**config.mk**
```make
export PLATFORM = sky130hd
export DESIGN_NAME = dm_port_arbiter
export DESIGN_NICKNAME = d
export VERILOG_FILES = /design/src/rtl/dm_port_arbiter.sv
export SDC_FILE = /design/constraint.sdc
export NUM_CORES = 1
export LEC_CHECK = 0
export CAP_MARGIN = 10
export CORE_AREA = 4 4 86 88
export CTS_CLUSTER_SIZE = 8
export DETAILED_ROUTE_END_ITERATION = 6
export DIE_AREA = 0 0 90 92
export PLACE_DENSITY = 0.79
export SLEW_MARGIN = 20
export SYNTH_ARGS = -nofsm -noshare
export SYNTH_HDL_FRONTEND = slang
export SYNTH_SLANG_ARGS = --single-unit
```
**constraint.sdc**
```tcl
create_clock -name i_clk -period 4 [get_ports i_clk]
set_clock_uncertainty 0.2 [all_clocks]
set_input_delay 0.8 -clock i_clk [delete_from_list [all_inputs] [get_ports i_clk]]
set_output_delay 0.8 -clock i_clk [all_outputs]
set_load 0.005 [all_outputs]
```
**src/rtl/dm_port_arbiter.sv**
```systemverilog
// dm_port_arbiter: shares the single main_mem data port between the LSU (port 0) and the loader/DMA (port 1).
// Define DM_ARB_RR_EN for strict round-robin; the default build is fixed priority with anti-starvation.
module dm_port_arbiter #(
  parameter int ADDR_W     = 14,
  parameter int STARVE_MAX = 8
) (
  input  logic              i_clk,
  input  logic              i_rst_n,
  input  logic              i_p0_req,
  input  logic              i_p0_we,
  input  logic [3:0]        i_p0_ben,
  input  logic [ADDR_W-1:0] i_p0_addr,
  input  logic [31:0]       i_p0_wdata,
  output logic              o_p0_gnt,
  output logic              o_p0_rvalid,
  input  logic              i_p1_req,
  input  logic              i_p1_we,
  input  logic [3:0]        i_p1_ben,
  input  logic [ADDR_W-1:0] i_p1_addr,
  input  logic [31:0]       i_p1_wdata,
  output logic              o_p1_gnt,
  output logic              o_p1_rvalid,
  output logic [31:0]       o_rdata,
  output logic              o_dm_ren,
  output logic              o_dm_wen,
  output logic [3:0]        o_dm_ben,
  output logic [ADDR_W-1:0] o_dm_addr,
  output logic [31:0]       o_dm_wdata,
  input  logic [31:0]       i_dm_rdata,
  input  logic              i_mem_ready
);

  logic issue_ok;
  logic p1_wins;
  logic gnt0;
  logic gnt1;
  logic tag_valid;
  logic tag_port;

  // Grants are held off during reset as well as while main_mem is busy.
  assign issue_ok = i_rst_n & i_mem_ready;

`ifdef DM_ARB_RR_EN
  logic last_gnt;

  always_comb begin
    p1_wins = i_p1_req & (~i_p0_req | ~last_gnt);
  end

  always_ff @(posedge i_clk) begin
    if (!i_rst_n) begin
      last_gnt <= 1'b1;
    end else if (gnt0) begin
      last_gnt <= 1'b0;
    end else if (gnt1) begin
      last_gnt <= 1'b1;
    end
  end
`else
  localparam int CNT_W = $clog2(STARVE_MAX + 1);
  localparam logic [CNT_W-1:0] CNT_MAX = CNT_W'(STARVE_MAX);

  logic [CNT_W-1:0] starve_cnt;

  always_comb begin
    p1_wins = i_p1_req & (~i_p0_req | (starve_cnt == CNT_MAX));
  end

  // Counts p1 losses; frozen while main_mem stalls so a stall never costs p1 its place.
  always_ff @(posedge i_clk) begin
    if (!i_rst_n) begin
      starve_cnt <= '0;
    end else if (i_mem_ready) begin
      if (!i_p1_req || gnt1) begin
        starve_cnt <= '0;
      end else if (gnt0 && (starve_cnt != CNT_MAX)) begin
        starve_cnt <= starve_cnt + 1'b1;
      end
    end
  end
`endif

  assign gnt1     = issue_ok & p1_wins;
  assign gnt0     = issue_ok & i_p0_req & ~p1_wins;
  assign o_p0_gnt = gnt0;
  assign o_p1_gnt = gnt1;

  always_comb begin
    o_dm_ren   = 1'b0;
    o_dm_wen   = 1'b0;
    o_dm_ben   = 4'b0000;
    o_dm_addr  = i_p0_addr;
    o_dm_wdata = i_p0_wdata;
    if (gnt1) begin
      o_dm_ren   = ~i_p1_we;
      o_dm_wen   = i_p1_we;
      o_dm_ben   = i_p1_ben;
      o_dm_addr  = i_p1_addr;
      o_dm_wdata = i_p1_wdata;
    end else if (gnt0) begin
      o_dm_ren   = ~i_p0_we;
      o_dm_wen   = i_p0_we;
      o_dm_ben   = i_p0_ben;
    end
  end

  // Return tag tracks which port owns the data main_mem presents next cycle.
  always_ff @(posedge i_clk) begin
    if (!i_rst_n) begin
      tag_valid <= 1'b0;
      tag_port  <= 1'b0;
    end else begin
      tag_valid <= o_dm_ren;
      tag_port  <= gnt1;
    end
  end

  assign o_p0_rvalid = i_rst_n & tag_valid & ~tag_port;
  assign o_p1_rvalid = i_rst_n & tag_valid & tag_port;
  assign o_rdata     = i_dm_rdata;

endmodule
```
==> metrics.sh, run 1 <==
STATUS='complete, no violations'
SYNTH_LARGEST_TYPE_AREA_FRACTION_PCT=30.1
UNIQUE_CELL_TYPE_COUNT_IN_THE_YOSYS_NETLIST=32
STD_CELL_ROWS=30
TRITONCTS='built'
IO_BUF_COUNT=162
NUMBER_OF_ANTENNA_VIOLATIONS_AT_THE_FIRST_CHECK_IN_GLOBAL_ROUTING=0
GRT.TOTAL_USAGE_PCT=12.6
FFS_W_ASYNC_S_R_SYNTH_PCT=0
FLOORPLAN.DIE_AREA_SQ_MM=0.00828
AREA.SEQUENTIAL_SQ_UM=120
GLOBALROUTEOVERFLOWTOTAL=0
POWER-PER-CELL-AREA_mW_PER_MM2=137
NUM_ANTENNA_CELLS=0
GRT_MAX_DEGREE=27
ROUTE.FINAL.WIRE_LENGTH_MM=5.64
SETUP-TNS-FINAL_PS=0
PLACE_INST=352
TIMING.CRITICAL_PATH.REQUIRED_PS=3000
CTS_INSERTED_BUFFERS=3
MAX-CLOCK-PATH-BUFFERS=2
BOUNDARYPINS=227
DESIGN.CORE.AREA_SQ_MM=0.00664
DETAILED_PLACE.AREA_SQ_MM=0.00291
YS.WARNINGS.COUNT=0
POWER_SHARE_OF_THE_SEQUENTIAL_GROUP_PCT=15.3
P_INT_uW=317
CRITICAL_PATH_ARRIVAL_PS=2690
SYNTH_FF_TYPE='sky130_fd_sc_hd__dfxtp_1'
FIRSTDRTPASSITERS=4
FIN_WORST_HOLD_SLACK_PS=387
SYNTH.CELLS.MOST_FREQUENT='33 x sky130_fd_sc_hd__buf_4, 29 x sky130_fd_sc_hd__mux2_4, 17 x sky130_fd_sc_hd__mux2_2'
CTS.CLK_SLEW.WORST_PATHS_PS=40
FILLCELLCOUNT=631
SLEW_VIOL_FINAL=0
FP.DIEH_MICRONS=92
P_LEAK_nW=1.13
DP.FINAL_HPWL_MM=4.94
CP_NUM_BUF_INV=3
SYNTHESIS.AREA_PER_INSTANCE_SQ_UM=9.98
P_SW_SHARE_PCT=21.8
SYNTHMOSTINSTANTIATEDCELL='sky130_fd_sc_hd__buf_4'
TIMING.CRITICAL_PATH.SLOWEST_CELL_DELAY_PS=510
TIGHTEST_SLEW_PS=388
FINAL_LAYOUT_SIZE_SUFFIX_GT1_SHARE_PCT=21.5
START_UTIL_PCT=21.8
FLOORPLAN.DIE.WIDTH_MICRONS=90
HP-CLASS='reg -> reg'
CTS_RESIZED=0
SYNTH_EDF_COUNT=0
H-TREE-DEPTH=1
SYNTH_AREA_LEADERS='sky130_fd_sc_hd__mux2_4 30%, sky130_fd_sc_hd__buf_4 17%, sky130_fd_sc_hd__mux2_2 13%, sky130_fd_sc_hd__dfxtp_1 8.3%, sky130_fd_sc_hd__mux2i_1 4.8%'
IR_DROP_mV=0.144
COMBINATIONALPOWERSHARE_PCT=62.0
CRIT_START='i_mem_ready'
PATH_CELLS='clkdlybuf4s50_1 -> nand3_2 -> a21oi_4 -> buf_12 -> mux2_2 -> clkdlybuf4s50_1'
STDCELL_AREA_SQ_MM=0.00295
POSTCTSHOLDBUFS=0
FINAL.MIN_CLOCK_PERIOD_PS=3690
MULTIINPUTGATEAREA_SQ_UM=983
GRT_FIRST_PASS_WIRELENGTH_MM=8.50
CLKLATENCYLATEPIN_PS=220
SYNTHCELLS=145
REPORT.FINAL.HOLD_VIOL_COUNT=0
POSTSYNTHNETCOUNT=286
ANTENNA_VIOLATING_NETS_POST_ROUTE=0
FINAL.PERIOD_UTILIZATION_PCT=92.2
NON_FILLER_CELLS_IN_THE_FINISHED_LAYOUT=355
SYNTH_SEQ_CELLS=6
GRT_SETUP_UNREPAIRED='false'
CTS.REPAIR_TIMING.SETUP_BUFFER_COUNT=0
ROUTED_VIA_DENSITY=4.36
SETUP.WORST_PATH.START_CLASS='input pin'
AREA_DELTA_SYNTH_FINAL_PCT=104
HP-START='starve_cnt[3]$_SDFFE_PN0P_'
CTS.ROOT.BUFFER_CELL='sky130_fd_sc_hd__clkbuf_8'
MAX_FREQ_MHz=271
DRTITER0DRC=22
DETAILROUTE.VIA_COUNT=1547
POWER.NET_SWITCHING_uW=88.3
DESIGN.FINAL.NETS=418
NUMBER_OF_GLOBAL_ROUTE_VIAS_BEFORE_REPAIR=1564
PRE_CTS_SLACK_PS=294
CTS_SINKS=6
WORST_R2R_STARTPOINT='starve_cnt[0]$_SDFFE_PN0P_'
WORST_SLEW_MARGIN_REL_PCT=74.1
SETUP_VIOL=0
CLOCK_SHARE_OF_POWER_PCT=22.7
ROUTED_WIRE_LENGTH_PER_INSTANCE_MICRONS=15.9
CRITICAL_PATH_PEAK_FANOUT=26
SYNTH_TOP_CELL_BY_AREA='sky130_fd_sc_hd__mux2_4'
CPLARGESTDELAYFAMILY='buffers and inverters'
SETUP.WORST_PATH.END_CLASS='output port'
SYNTH_SEQ_AREA_SHARE_PCT=8.30
SYNTH_AREA_SQ_MM=0.00145
DRC=0
MAX_CAP_VIOL_COUNT=0
WORST_PATH_MOST_REPEATED_CELL='sky130_fd_sc_hd__clkdlybuf4s50_1'
FIN_WS_PS=313
TIMING.CRITICAL_PATH.SLOWEST_STAGE_CELL='sky130_fd_sc_hd__clkdlybuf4s50_1'
TIMING_WORST_SETUP_PATH_TYPE='in -> out'
FINALWEIGHTEDCONGESTION=0.729
-- sequential cells by signal, summed over array words and instances, names as in the netlist --
name / flops
starve_cnt: 4
tag_port: 1
tag_valid: 1
-- metrics by stage --
step | power [mW] | utilization [%]
global route | 0.430 | 44.4
finish | 0.405 | 44.4
detailed placement | 0.315 | 43.7
CTS | 0.411 | 44.4
floorplan | 0.162 | -
global placement | 0.313 | 43.7
-- cells by family after synthesis --
logic type / share of synthesized area (%)
AOI/OAI and AO/OA: 4.33
buffers and inverters: 24.2
muxes: 48.2
and+or+nand+nor: 13.2
adders and majority gates: 1.73
DFF: 8.30
-- final timing paths --
check / endpoint / slack, ps / cells after the start
max: o_dm_wdata[2] / 310 / 6
min: tag_port$_SDFF_PN0_ / 390 / 2
max reg2reg: starve_cnt[1]$_SDFFE_PN0P_ / 2360 / 5
min reg2reg: tag_port$_SDFF_PN0_ / 390 / 2
-- cell usage in the layout, fill, tap and decap left out, drive strengths merged --
cell	count
mux2i	7
a21oi	2
and3	1
o31a	1
clkbuf	3
and3b	1
nand4b	1
and2	2
o21a	1
clkdlybuf4s50	162
nor4	2
nand2	9
nand2b	1
nand3b	3
mux2	46
nor4bb	1
buf	6
o32ai	1
nor2	3
dfxtp	6
nand3	7
inv	3
a211oi	1
a31o	1
nor2b	1
ha	2
a21boi	1
-- layout make-up --
class | instances | share of cell area (%)
Clock buffer | 3 | 1.40
Inverter | 3 | 0.382
Multi-Input combinational cell | 95 | 33.4
Sequential cell | 6 | 4.07
Tap cell | 80 | 3.40
Timing Repair Buffer | 168 | 57.4
-- power groups by stage --
stage          logic [mW]  clock network [mW]  registers [mW]
2_1_floorplan      0.0993                   0          0.0628
3_3_place_gp        0.250                   0          0.0630
3_5_place_dp        0.252                   0          0.0630
4_1_cts             0.253              0.0954          0.0621
5_1_grt             0.266               0.102          0.0621
6_report            0.251              0.0918          0.0621
-- worst reg2reg max path, cell delays in order, from the launching register on --
cell                      delay (ps)
sky130_fd_sc_hd__dfxtp_1         370
sky130_fd_sc_hd__inv_1            80
sky130_fd_sc_hd__ha_1            240
sky130_fd_sc_hd__and3b_1         220
sky130_fd_sc_hd__o32ai_1         300
sky130_fd_sc_hd__and2_1          170
-- metal layers --
| layer | share of wire, % | up-vias | track usage (%) | routed length (microns) |
|---|---|---|---|---|
| met2 | 44 | 137 | 19.7 | 2500 |
| met3 | 15 | 2 | 7.96 | 856 |
| met5 | 0 | - | 0 | 0 |
| li1 | - | 742 | - | - |
| met4 | 0.41 | 0 | 1.28 | 23 |
| met1 | 40 | 666 | 15.0 | 2260 |
No activity file was read; power rests on OpenSTA's default activity.
==> inputs of run 2 (changes only) <==
Settings changed: CAP_MARGIN 10 to 20.
==> results of run 2 <==
The final DEF is identical to that of run 1; final timing and power are the same.
==> inputs of run 3 (changes only) <==
Settings changed: CELL_PAD_IN_SITES_DETAIL_PLACEMENT set to 0, CELL_PAD_IN_SITES_GLOBAL_PLACEMENT set to 1, CORE_AREA 4 4 86 88 to not set, CORE_MARGIN set to 4, CORE_UTILIZATION set to 12, DIE_AREA 0 0 90 92 to not set, PLACE_DENSITY 0.79 to not set, PLACE_DENSITY_LB_ADDON set to 0.1.
Clock period 4 ns to 3.15 ns, I/O delays scaled along.
==> run 3 against run 2 <==
  * Wire length is 20% higher
  * Core utilization shrank 17 points
  * Cell area increased by 9.7%
  * Register-to-register slack worse by 820 ps
  * Count of clock-buffer cells in the layout unchanged
  * Power up 50%
  * Sequential share of layout area decreased by 0.36 points
  * Clock power is 130% higher
==> metrics.sh, run 3 (synthesized netlist as in run 1, its figures left out) <==
STATUS='complete, no violations'
SETUP_VIOL=0
CPLARGESTDELAYFAMILY='buffers and inverters'
GRT.TOTAL_USAGE_PCT=9.33
HP-CLASS='reg -> reg'
POWER-PER-CELL-AREA_mW_PER_MM2=188
TIGHTEST_SLEW_PS=266
DP.FINAL_HPWL_MM=5.66
CTS.CLK_SLEW.WORST_PATHS_PS=30
ROUTED_VIA_DENSITY=3.76
FP.DIEH_MICRONS=118
NUMBER_OF_ANTENNA_VIOLATIONS_AT_THE_FIRST_CHECK_IN_GLOBAL_ROUTING=0
PLACE_INST=420
STD_CELL_ROWS=39
CTS_SINKS=6
SETUP-TNS-FINAL_PS=0
LARGEST_REGISTER='starve_cnt'
DETAILROUTE.VIA_COUNT=1627
LAYOUT_TOP_REGISTERS='starve_cnt: 4 flops, tag_port: 1 flops, tag_valid: 1 flops'
DESIGN_POWER_TOTAL_uW=608
CTS.ROOT.BUFFER_CELL='sky130_fd_sc_hd__clkbuf_16'
CRITICAL_PATH_PEAK_FANOUT=11
SETUP.WORST_PATH.START_CLASS='input pin'
REPORT.FINAL.HOLD_VIOL_COUNT=0
TIMING.CRITICAL_PATH.SLOWEST_CELL_DELAY_PS=470
FIRSTDRTPASSITERS=4
FIN_WORST_HOLD_SLACK_PS=378
LEADING_CELL_TYPE_IN_THE_LAYOUT_FILL_AND_TAPS_EXCLUDED='sky130_fd_sc_hd__clkdlybuf4s50_1'
GRT_FIRST_PASS_WIRELENGTH_MM=10.3
TIMING_WORST_SETUP_PATH_TYPE='in -> out'
WORST_R2R_STARTPOINT='starve_cnt[0]$_SDFFE_PN0P_'
WORST_SLEW_MARGIN_REL_PCT=82.1
CLKLATENCYLATEPIN_PS=230
P_LEAK_nW=1.30
HP-START='starve_cnt[3]$_SDFFE_PN0P_'
FLOORPLAN.DIE_AREA_SQ_MM=0.0139
NON_FILLER_CELLS_IN_THE_FINISHED_LAYOUT=433
SLEW_VIOL_FINAL=0
FINAL.MIN_CLOCK_PERIOD_PS=3050
FIN_WS_PS=98.2
PRE_CTS_SLACK_PS=-200
FINALWEIGHTEDCONGESTION=0.860
FLOORPLAN.DIE.WIDTH_MICRONS=118
GRT_SETUP_UNREPAIRED='false'
ROUTED_WIRE_LENGTH_PER_INSTANCE_MICRONS=15.6
AREA_DELTA_SYNTH_FINAL_PCT=124
CRITICAL_PATH_ARRIVAL_PS=2220
BOUNDARYPINS=227
H-TREE-DEPTH=1
ANTENNA_VIOLATING_NETS_POST_ROUTE=0
LARGEST_REGISTER_FFS=4
DESIGN.CORE.AREA_SQ_MM=0.0116
MAX_FREQ_MHz=328
MAX_CAP_VIOL_COUNT=0
SETUP.WORST_PATH.END_CLASS='output port'
FINAL.PERIOD_UTILIZATION_PCT=96.9
DRTITER0DRC=33
FINAL_LAYOUT_SIZE_SUFFIX_GT1_SHARE_PCT=25.5
START_UTIL_PCT=12.5
MAX-CLOCK-PATH-BUFFERS=2
IO_BUF_COUNT=162
TRITONCTS='built'
CTS_INSERTED_BUFFERS=3
GRT_MAX_DEGREE=14
DRC=0
LAYOUT.CELLS.MOST_COMMON_LIST='125 x sky130_fd_sc_hd__clkdlybuf4s50_1, 36 x sky130_fd_sc_hd__dlygate4sd2_1, 29 x sky130_fd_sc_hd__mux2_4'
TIMING.CRITICAL_PATH.REQUIRED_PS=2320
DESIGN.FINAL.NETS=433
PATH_CELLS='dlygate4sd2_1 -> nand3_2 -> a21oi_4 -> buf_6 -> buf_12 -> mux2_2 -> clkdlybuf4s50_1'
TIMING.CRITICAL_PATH.SLOWEST_STAGE_CELL='sky130_fd_sc_hd__clkdlybuf4s50_1'
NUMBER_OF_GLOBAL_ROUTE_VIAS_BEFORE_REPAIR=1697
GLOBALROUTEOVERFLOWTOTAL=0
CP_NUM_BUF_INV=4
ROUTE.FINAL.WIRE_LENGTH_MM=6.76
IR_DROP_mV=0.201
CRIT_START='i_p1_req'
NUM_ANTENNA_CELLS=0
-- run 3: final cells by class --
| class | count | area (sq um) |
|---|---|---|
| fillers | 1246 | 8380 |
| repair buffers | 183 | 1860 |
| multi-input cells | 95 | 983 |
| well taps | 143 | 179 |
| flip-flops and latches | 6 | 120 |
| clock buffers | 3 | 75.1 |
| inverters | 3 | 11.3 |
-- run 3: timing repair --
item / 4_1_cts / 5_1_grt
resized for setup: 44 / 0
hold buffers: 0 / 0
setup endpoints to repair: 52 / 0
setup buffers: 7 / 0
-- run 3: path summary, 6_finish.rpt --
path,endpoint,slack [ps],cells past startpoint
worst max-delay path,o_dm_wdata[2],100,7
worst min register to register,tag_port$_SDFF_PN0_,380,2
worst min-delay path,tag_port$_SDFF_PN0_,380,2
worst max register to register,tag_valid$_SDFF_PN0_,1540,6
-- run 3: report_power, final --
part,internal [mW],switching (mW),total (mW)
Sequential,0.0779,0.000946,0.0789
Combinational,0.237,0.0840,0.321
Clock,0.163,0.0450,0.208
-- run 3: tightest hold or removal path: stages (launching register included) --
cell and delay [ps]:
sky130_fd_sc_hd__dfxtp_1 350, sky130_fd_sc_hd__nand3b_4 110, sky130_fd_sc_hd__a21oi_1 70
-- run 3: stage by stage --
step                      util (%)  instance area, sq um
final                         27.8                  3230
after global routing          27.8                  3230
after CTS                     27.8                  3230
after detailed placement      26.1                  3040
after global placement        26.1                  3040
after floorplan                  -                  1450
-- run 3: layer usage --
layer / vias up / wire, microns / part of all wire [%] / global-route usage, %
li1: 772 / - / - / -
met1: 738 / 2540 / 38 / 9.84
met2: 97 / 3560 / 53 / 17.7
met3: 20 / 561 / 8.3 / 2.88
met4: 0 / 103 / 1.5 / 2.64
met5: - / 0 / 0 / 0
